$ cat config.mk
export PLATFORM = sky130hd
export DESIGN_NAME = game_io_controller
export DESIGN_NICKNAME = d
export VERILOG_FILES = /design/src/rtl/game_io_controller_pkg.sv /design/src/rtl/game_io_controller_key_ack_handshake.sv /design/src/rtl/game_io_controller.sv
export SDC_FILE = /design/constraint.sdc
export NUM_CORES = 1
export LEC_CHECK = 0
export CAP_MARGIN = 20
export CORE_AREA = 2 2 143 75
export DETAILED_ROUTE_END_ITERATION = 6
export DIE_AREA = 0 0 145 77
export GPL_ROUTABILITY_DRIVEN = 0
export PLACE_DENSITY = 0.84
export SETUP_SLACK_MARGIN = 0.3
export SYNTH_ARGS = -nofsm -noshare
export SYNTH_HDL_FRONTEND = slang
export SYNTH_HIERARCHICAL = 1
export SYNTH_SLANG_ARGS = --single-unit
$ cat constraint.sdc
create_clock -name clock -period 3.55 [get_ports clock]
set_input_delay 0.71 -clock clock [delete_from_list [all_inputs] [get_ports clock]]
set_output_delay 0.71 -clock clock [all_outputs]
set_load 0.03 [all_outputs]
$ cat src/rtl/game_io_controller_pkg.sv
// Shared MMIO map, status bit positions, PS2 key encodings and key FSM states.
package game_io_controller_pkg;

    localparam logic [1:0] ADDR_STATE  = 2'd0;
    localparam logic [1:0] ADDR_BIRD   = 2'd1;
    localparam logic [1:0] ADDR_SCORE  = 2'd2;
    localparam logic [1:0] ADDR_CTRL   = 2'd3;

    localparam logic [1:0] RD_STATUS   = 2'd0;
    localparam logic [1:0] RD_BIRD     = 2'd1;
    localparam logic [1:0] RD_SCORE    = 2'd2;
    localparam logic [1:0] RD_FRAME    = 2'd3;

    localparam int STAT_PRESS   = 0;
    localparam int STAT_RELEASE = 1;
    localparam int STAT_DROP    = 2;

    localparam int CTRL_COMMIT  = 0;
    localparam int CTRL_RNG     = 1;

    localparam logic [1:0] KEY_NONE    = 2'd0;
    localparam logic [1:0] KEY_PRESS   = 2'd1;
    localparam logic [1:0] KEY_RELEASE = 2'd2;

    typedef enum logic {
        K_IDLE = 1'b0,
        K_ACK  = 1'b1
    } key_fsm_t;

endpackage

$ cat src/rtl/game_io_controller_key_ack_handshake.sv
// PS2 key acknowledge FSM: latches press/release/drop events and holds key_ack until key_state clears.
// Latency: key_ack rises the cycle after an event is sampled; events are ignored while acknowledging.
// Backpressure: none; a second unread event of the same kind, or an ack timeout, is reported as drop.
module game_io_controller_key_ack_handshake
    import game_io_controller_pkg::*;
#(
    parameter int ACK_TIMEOUT = 1024
) (
    input  logic       clock,
    input  logic       reset,
    input  logic [1:0] key_state,
    input  logic       flag_clr,
    output logic       key_ack,
    output logic       press_pend,
    output logic       release_pend,
    output logic       drop
);
    localparam int CNT_W = (ACK_TIMEOUT > 1) ? $clog2(ACK_TIMEOUT) : 1;

    key_fsm_t         state_q, state_d;
    logic [CNT_W-1:0] cnt_q, cnt_d;
    logic             press_set, release_set, drop_set;

    always_ff @(posedge clock) begin
        if (reset) begin
            state_q      <= K_IDLE;
            cnt_q        <= '0;
            press_pend   <= 1'b0;
            release_pend <= 1'b0;
            drop         <= 1'b0;
        end else begin
            state_q      <= state_d;
            cnt_q        <= cnt_d;
            // a flag set in the same cycle as the clearing read survives the clear
            press_pend   <= (press_pend   & ~flag_clr) | press_set;
            release_pend <= (release_pend & ~flag_clr) | release_set;
            drop         <= (drop         & ~flag_clr) | drop_set;
        end
    end

    always_comb begin
        state_d     = state_q;
        cnt_d       = cnt_q;
        press_set   = 1'b0;
        release_set = 1'b0;
        drop_set    = 1'b0;
        case (state_q)
            K_IDLE: begin
                cnt_d = '0;
                if (key_state == KEY_PRESS) begin
                    if (press_pend) drop_set = 1'b1;
                    else            press_set = 1'b1;
                    state_d = K_ACK;
                end else if (key_state == KEY_RELEASE) begin
                    if (release_pend) drop_set = 1'b1;
                    else              release_set = 1'b1;
                    state_d = K_ACK;
                end
            end
            K_ACK: begin
                if (key_state == KEY_NONE) begin
                    state_d = K_IDLE;
                end else if (cnt_q == CNT_W'(ACK_TIMEOUT - 1)) begin
                    drop_set = 1'b1;
                    state_d  = K_IDLE;
                end else begin
                    cnt_d = cnt_q + 1'b1;
                end
            end
            default: state_d = K_IDLE;
        endcase
    end

    assign key_ack = (state_q == K_ACK);

endmodule

$ cat src/rtl/game_io_controller.sv
// MMIO bridge to game hardware: shadowed renderer registers, key event flags, RNG reseed pulse, frame counter.
// Latency: writes and reads act 1 cycle after the strobe rising edge; shadows commit on frame_start or ctrl.
// Backpressure: none; one action per strobe edge regardless of how long the strobe is held.
module game_io_controller
    import game_io_controller_pkg::*;
#(
    parameter int RNG_PULSE   = 4,
    parameter int ACK_TIMEOUT = 1024,
    parameter int FRAME_CNT_W = 16
) (
    input  logic        clock,
    input  logic        reset,
    input  logic        cpu_wr_en,
    input  logic [1:0]  cpu_wr_addr,
    input  logic [31:0] cpu_wr_data,
    input  logic        cpu_rd_en,
    input  logic [1:0]  cpu_rd_addr,
    output logic [31:0] cpu_rd_data,
    input  logic [1:0]  key_state,
    output logic        key_ack,
    input  logic        frame_start,
    output logic [1:0]  game_state,
    output logic [15:0] bird_y,
    output logic [15:0] score,
    output logic        rng_reset
);
    localparam int RNG_W = $clog2(RNG_PULSE + 1);

    logic                   wr_en_q, rd_en_q;
    logic                   wr_fire, rd_fire;
    logic [1:0]             sh_state_q, sh_state_d;
    logic [15:0]            sh_bird_q, sh_bird_d;
    logic [15:0]            sh_score_q, sh_score_d;
    logic                   ctrl_fire, commit, rng_start, status_clr;
    logic [RNG_W-1:0]       rng_cnt_q;
    logic [FRAME_CNT_W-1:0] frame_cnt_q;
    logic                   press_pend, release_pend, drop;
    logic [31:0]            rd_mux;
    logic                   unused_wr_hi;

    assign wr_fire    = cpu_wr_en & ~wr_en_q;
    assign rd_fire    = cpu_rd_en & ~rd_en_q;
    assign ctrl_fire  = wr_fire && (cpu_wr_addr == ADDR_CTRL);
    assign commit     = frame_start | (ctrl_fire & cpu_wr_data[CTRL_COMMIT]);
    assign rng_start  = ctrl_fire & cpu_wr_data[CTRL_RNG];
    assign status_clr = rd_fire && (cpu_rd_addr == RD_STATUS);
    assign rng_reset  = (rng_cnt_q != '0);
    assign unused_wr_hi = ^cpu_wr_data[31:16];

    // Commit uses the next-shadow values so a write landing with frame_start is not lost.
    always_comb begin
        sh_state_d = sh_state_q;
        sh_bird_d  = sh_bird_q;
        sh_score_d = sh_score_q;
        if (wr_fire) begin
            case (cpu_wr_addr)
                ADDR_STATE: sh_state_d = cpu_wr_data[1:0];
                ADDR_BIRD:  sh_bird_d  = cpu_wr_data[15:0];
                ADDR_SCORE: sh_score_d = cpu_wr_data[15:0];
                default:    ;
            endcase
        end
    end

    always_comb begin
        rd_mux = '0;
        case (cpu_rd_addr)
            RD_STATUS: begin
                rd_mux[STAT_PRESS]   = press_pend;
                rd_mux[STAT_RELEASE] = release_pend;
                rd_mux[STAT_DROP]    = drop;
            end
            RD_BIRD:  rd_mux[15:0] = sh_bird_q;
            RD_SCORE: rd_mux[15:0] = sh_score_q;
            default:  rd_mux[FRAME_CNT_W-1:0] = frame_cnt_q;
        endcase
    end

    always_ff @(posedge clock) begin
        if (reset) begin
            wr_en_q     <= 1'b0;
            rd_en_q     <= 1'b0;
            sh_state_q  <= '0;
            sh_bird_q   <= '0;
            sh_score_q  <= '0;
            game_state  <= '0;
            bird_y      <= '0;
            score       <= '0;
            rng_cnt_q   <= '0;
            frame_cnt_q <= '0;
            cpu_rd_data <= '0;
        end else begin
            wr_en_q    <= cpu_wr_en;
            rd_en_q    <= cpu_rd_en;
            sh_state_q <= sh_state_d;
            sh_bird_q  <= sh_bird_d;
            sh_score_q <= sh_score_d;
            if (commit) begin
                game_state <= sh_state_d;
                bird_y     <= sh_bird_d;
                score      <= sh_score_d;
            end
            if (rng_start)          rng_cnt_q <= RNG_W'(RNG_PULSE);
            else if (rng_cnt_q != '0) rng_cnt_q <= rng_cnt_q - 1'b1;
            if (frame_start) frame_cnt_q <= frame_cnt_q + 1'b1;
            if (rd_fire)     cpu_rd_data <= rd_mux;
        end
    end

    game_io_controller_key_ack_handshake #(
        .ACK_TIMEOUT (ACK_TIMEOUT)
    ) u_key_ack_handshake (
        .clock        (clock),
        .reset        (reset),
        .key_state    (key_state),
        .flag_clr     (status_clr),
        .key_ack      (key_ack),
        .press_pend   (press_pend),
        .release_pend (release_pend),
        .drop         (drop)
    );

endmodule

==> results.toml <==
[hold_path]
min_from = "cpu_rd_data[2]$_SDFFE_PP0P_"
holdPathEnd = "cpu_rd_data[2]$_SDFFE_PP0P_"
min-delay-path-class = "reg -> reg"
min_path_cells = 2

[yosys]
async_reset_ff_share_pct = 0
synth_warnings = 6
synth_top_area_share_pct = 44.69
ys_seq_elements = 119
ys_top_cells_by_area = "dfxtp_1 45%, a221oi_2 8.5%, nor2_1 7.0%"
synth_edf_count = 0
ys.flop_type = "dfxtp_1"
synth.avg_cell_area_um2 = 9.944
synth_common_cells = "119 x dfxtp_1, 99 x nor2_1, 37 x mux2i_1"
yosysSeqAreaShare_pct = 44.69
post-synth-top-count-cell = "dfxtp_1"
syn_inst = 536
syn_area_mm2 = 0.005330
synth_top_area_cell = "dfxtp_1"
synth_cell_types = 45

[detailed_routing]
detail_route.wirelength_um = 12980
ant_nets = 0
vias_per_cell = 5.707
via_count = 4292
drtIter0Drc = 287
wl_per_cell_um = 17.26
dr.pass1.iters = 5
drc = 0

[sta]
setup_viol = 0
period_share_pct = 76.99
fmax_mhz = 365.9
clock_skew_ns = 0.006658
report.final.slew_viol_count = 0
rsz0062_at_grt = "no"
hold_viol = 0
relSlewSlack_pct = 38.09
max_slew.worst_pin.slew_ns = 0.9257
setup-tns-final_ns = 0
min_period_ns = 2.733

[worst_setup_path]
reg2reg_to = "frame_cnt_q[12]$_SDFFE_PP0P_"
crit_path_end_kind = "output pin"
worst-endpoint-required_ns = 2.84
regToRegStartpoint = "frame_cnt_q[3]$_SDFFE_PP0P_"
arrival_ns = 2.02
cp_max_fo = 5
rr_worst_depth = 3
r2r_setup_slack_ns = 1.72
cp-start-kind = "register"
critPathKind = "reg -> out"

[clock_network]
clock_path_buffers = 2
hold_buffers = 0
cts_tree = "yes"
htree_levels = 4
clk_latency_ns = 0.41
clock-sinks = 119
cts_inserted_buffers = 17
post_cts_buffers = 0
root_buffer = "clkbuf_16"
clkTransAtPathRegs_ns = 0.05
ctsResizeCount = 0

[floorplan]
initial_core_util_pct = 53.72
io_pins = 111
die_h_um = 77
die_w_um = 145
die_area_mm2 = 0.01117
std_cell_rows = 26
core-area_mm2 = 0.009922

[power]
ir_drop_v = 0.0003414
leakage_nw = 2.415
p_per_area_mw_per_mm2 = 547.9

[global_route]
grt_pass1_wl_um = 21250
grt_overflow = 0
grt_pass1_vias = 4309
grtUsageTotal_pct = 23.74
grt_max_degree = 73
antenna_found_initial = 0

[placed_design]
io_buffers = 78
dp_hpwl_um = 8812
place_inst = 720

[layout]
drive_above_1_share_pct = 15.69
n_antenna_cell = 0
syn_to_final_growth_pct = 24.91
final_nets = 650
final_cells = 752

[flow_run]
drv_cap = 0

[status]
status = "complete, no violations"
## power by group
| group | switching (W) | leakage (nW) | internal, W |
|---|---|---|---|
| Combinational | 0.000301 | 1.16 | 0.000201 |
| Sequential | 0.0000437 | 0.972 | 0.00140 |
| Clock | 0.000588 | 0.287 | 0.00111 |
## cell families (layout without fill, tap and decap cells)
logic type               Yosys count  after routing  synth area share (%)
adder cells (fa/ha/maj)            8              8                 1.878
XOR/XNOR                           7              7                 1.150
buffers and inverters             66            127                 7.089
flip-flops                       119            119                 44.69
other                              1             16               0.07035
AO/OA/AOI/OAI                     88             88                 15.94
AND/OR/NAND/NOR                  189            189                 17.16
multiplexers                      58             58                 12.02
## worst max path at each step
stage                              startpoint                            to  slack [ns]  depth (start not counted)
finish              rng_cnt_q[0]$_SDFFE_PP0P_                     rng_reset        0.82                          5
global route        rng_cnt_q[0]$_SDFFE_PP0P_                     rng_reset        0.72                          5
CTS                 rng_cnt_q[0]$_SDFFE_PP0P_                     rng_reset        0.78                          5
detailed placement             cpu_rd_addr[1]   cpu_rd_data[8]$_SDFFE_PP0P_        0.77                          5
global placement               cpu_rd_addr[1]   cpu_rd_data[8]$_SDFFE_PP0P_        0.79                          5
floorplan                      cpu_rd_addr[1]  cpu_rd_data[10]$_SDFFE_PP0P_        1.66                          5
## worst max-delay path, stage by stage, from the launching register on
cell and delay (ns):
dfxtp_1 0.34, inv_1 0.05, ha_1 0.21, ha_1 0.26, inv_1 0.08, clkdlybuf4s50_1 0.67
## area by class of cell
cell class | instances | area [um2]
fill | 727 | 3264
inverter | 11 | 41.29
multi-input combinational | 366 | 2629
clock buffer | 22 | 454.2
timing repair buffer | 84 | 848.3
sequential | 119 | 2382
tap | 140 | 175.2
clock inverter | 10 | 127.6
## state kept, by name (all words and copies together), names as in the netlist, 2 cells and up
name and flops:
bird_y 16, cpu_rd_data 16, frame_cnt_q 16, score 16
sh_bird_q 16, sh_score_q 16, u_key_ack_handshake/cnt_q 10, rng_cnt_q 3
game_state 2, sh_state_q 2
## routing by layer
layer	wire [um]	global-route usage [%]	share of wire, %	vias up
met3	959	6.607	7.4	14
met1	5872	30.87	45	2073
li1	-	-	-	2032
met2	6029	38.43	46	173
met5	0	0	0	-
met4	120	7.822	0.92	0
## through the flow
| stage | setup slack [ns] | area, um2 | util, % | power [W] | hold WS, ns |
|---|---|---|---|---|---|
| 2_1_floorplan | 1.658 | 5386 | - | 0.001808 | 0.4303 |
| 3_3_place_gp | 0.7948 | 6076 | 61.24 | 0.001949 | 0.4503 |
| 3_5_place_dp | 0.7652 | 6076 | 61.24 | 0.001969 | 0.4609 |
| 4_1_cts | 0.7752 | 6658 | 67.10 | 0.003662 | 0.4684 |
| 5_1_grt | 0.7185 | 6658 | 67.10 | 0.003771 | 0.4880 |
| 6_report | 0.8167 | 6658 | 67.10 | 0.003648 | 0.4612 |
## cells in the final DEF (no fill, tap or decap), types with 4 or more instances in the layout
master and count:
a21oi_1 20, a221oi_1 17, a221oi_2 30, buf_4 5, clkbuf_1 4, clkbuf_16 17, clkdlybuf4s50_1 77, clkinv_2 6
conb_1 16, dfxtp_1 119, ha_1 8, inv_1 11, mux2_2 18, mux2i_1 37, nand2_1 19, nand3_1 8
nand4_1 4, nor2_1 99, nor2b_1 11, nor3_1 15, nor4_1 5, o21ai_0 7, o31ai_1 5, or3_1 4
or4_1 5, xor2_1 5
No activity file was read; power rests on OpenSTA's default activity.
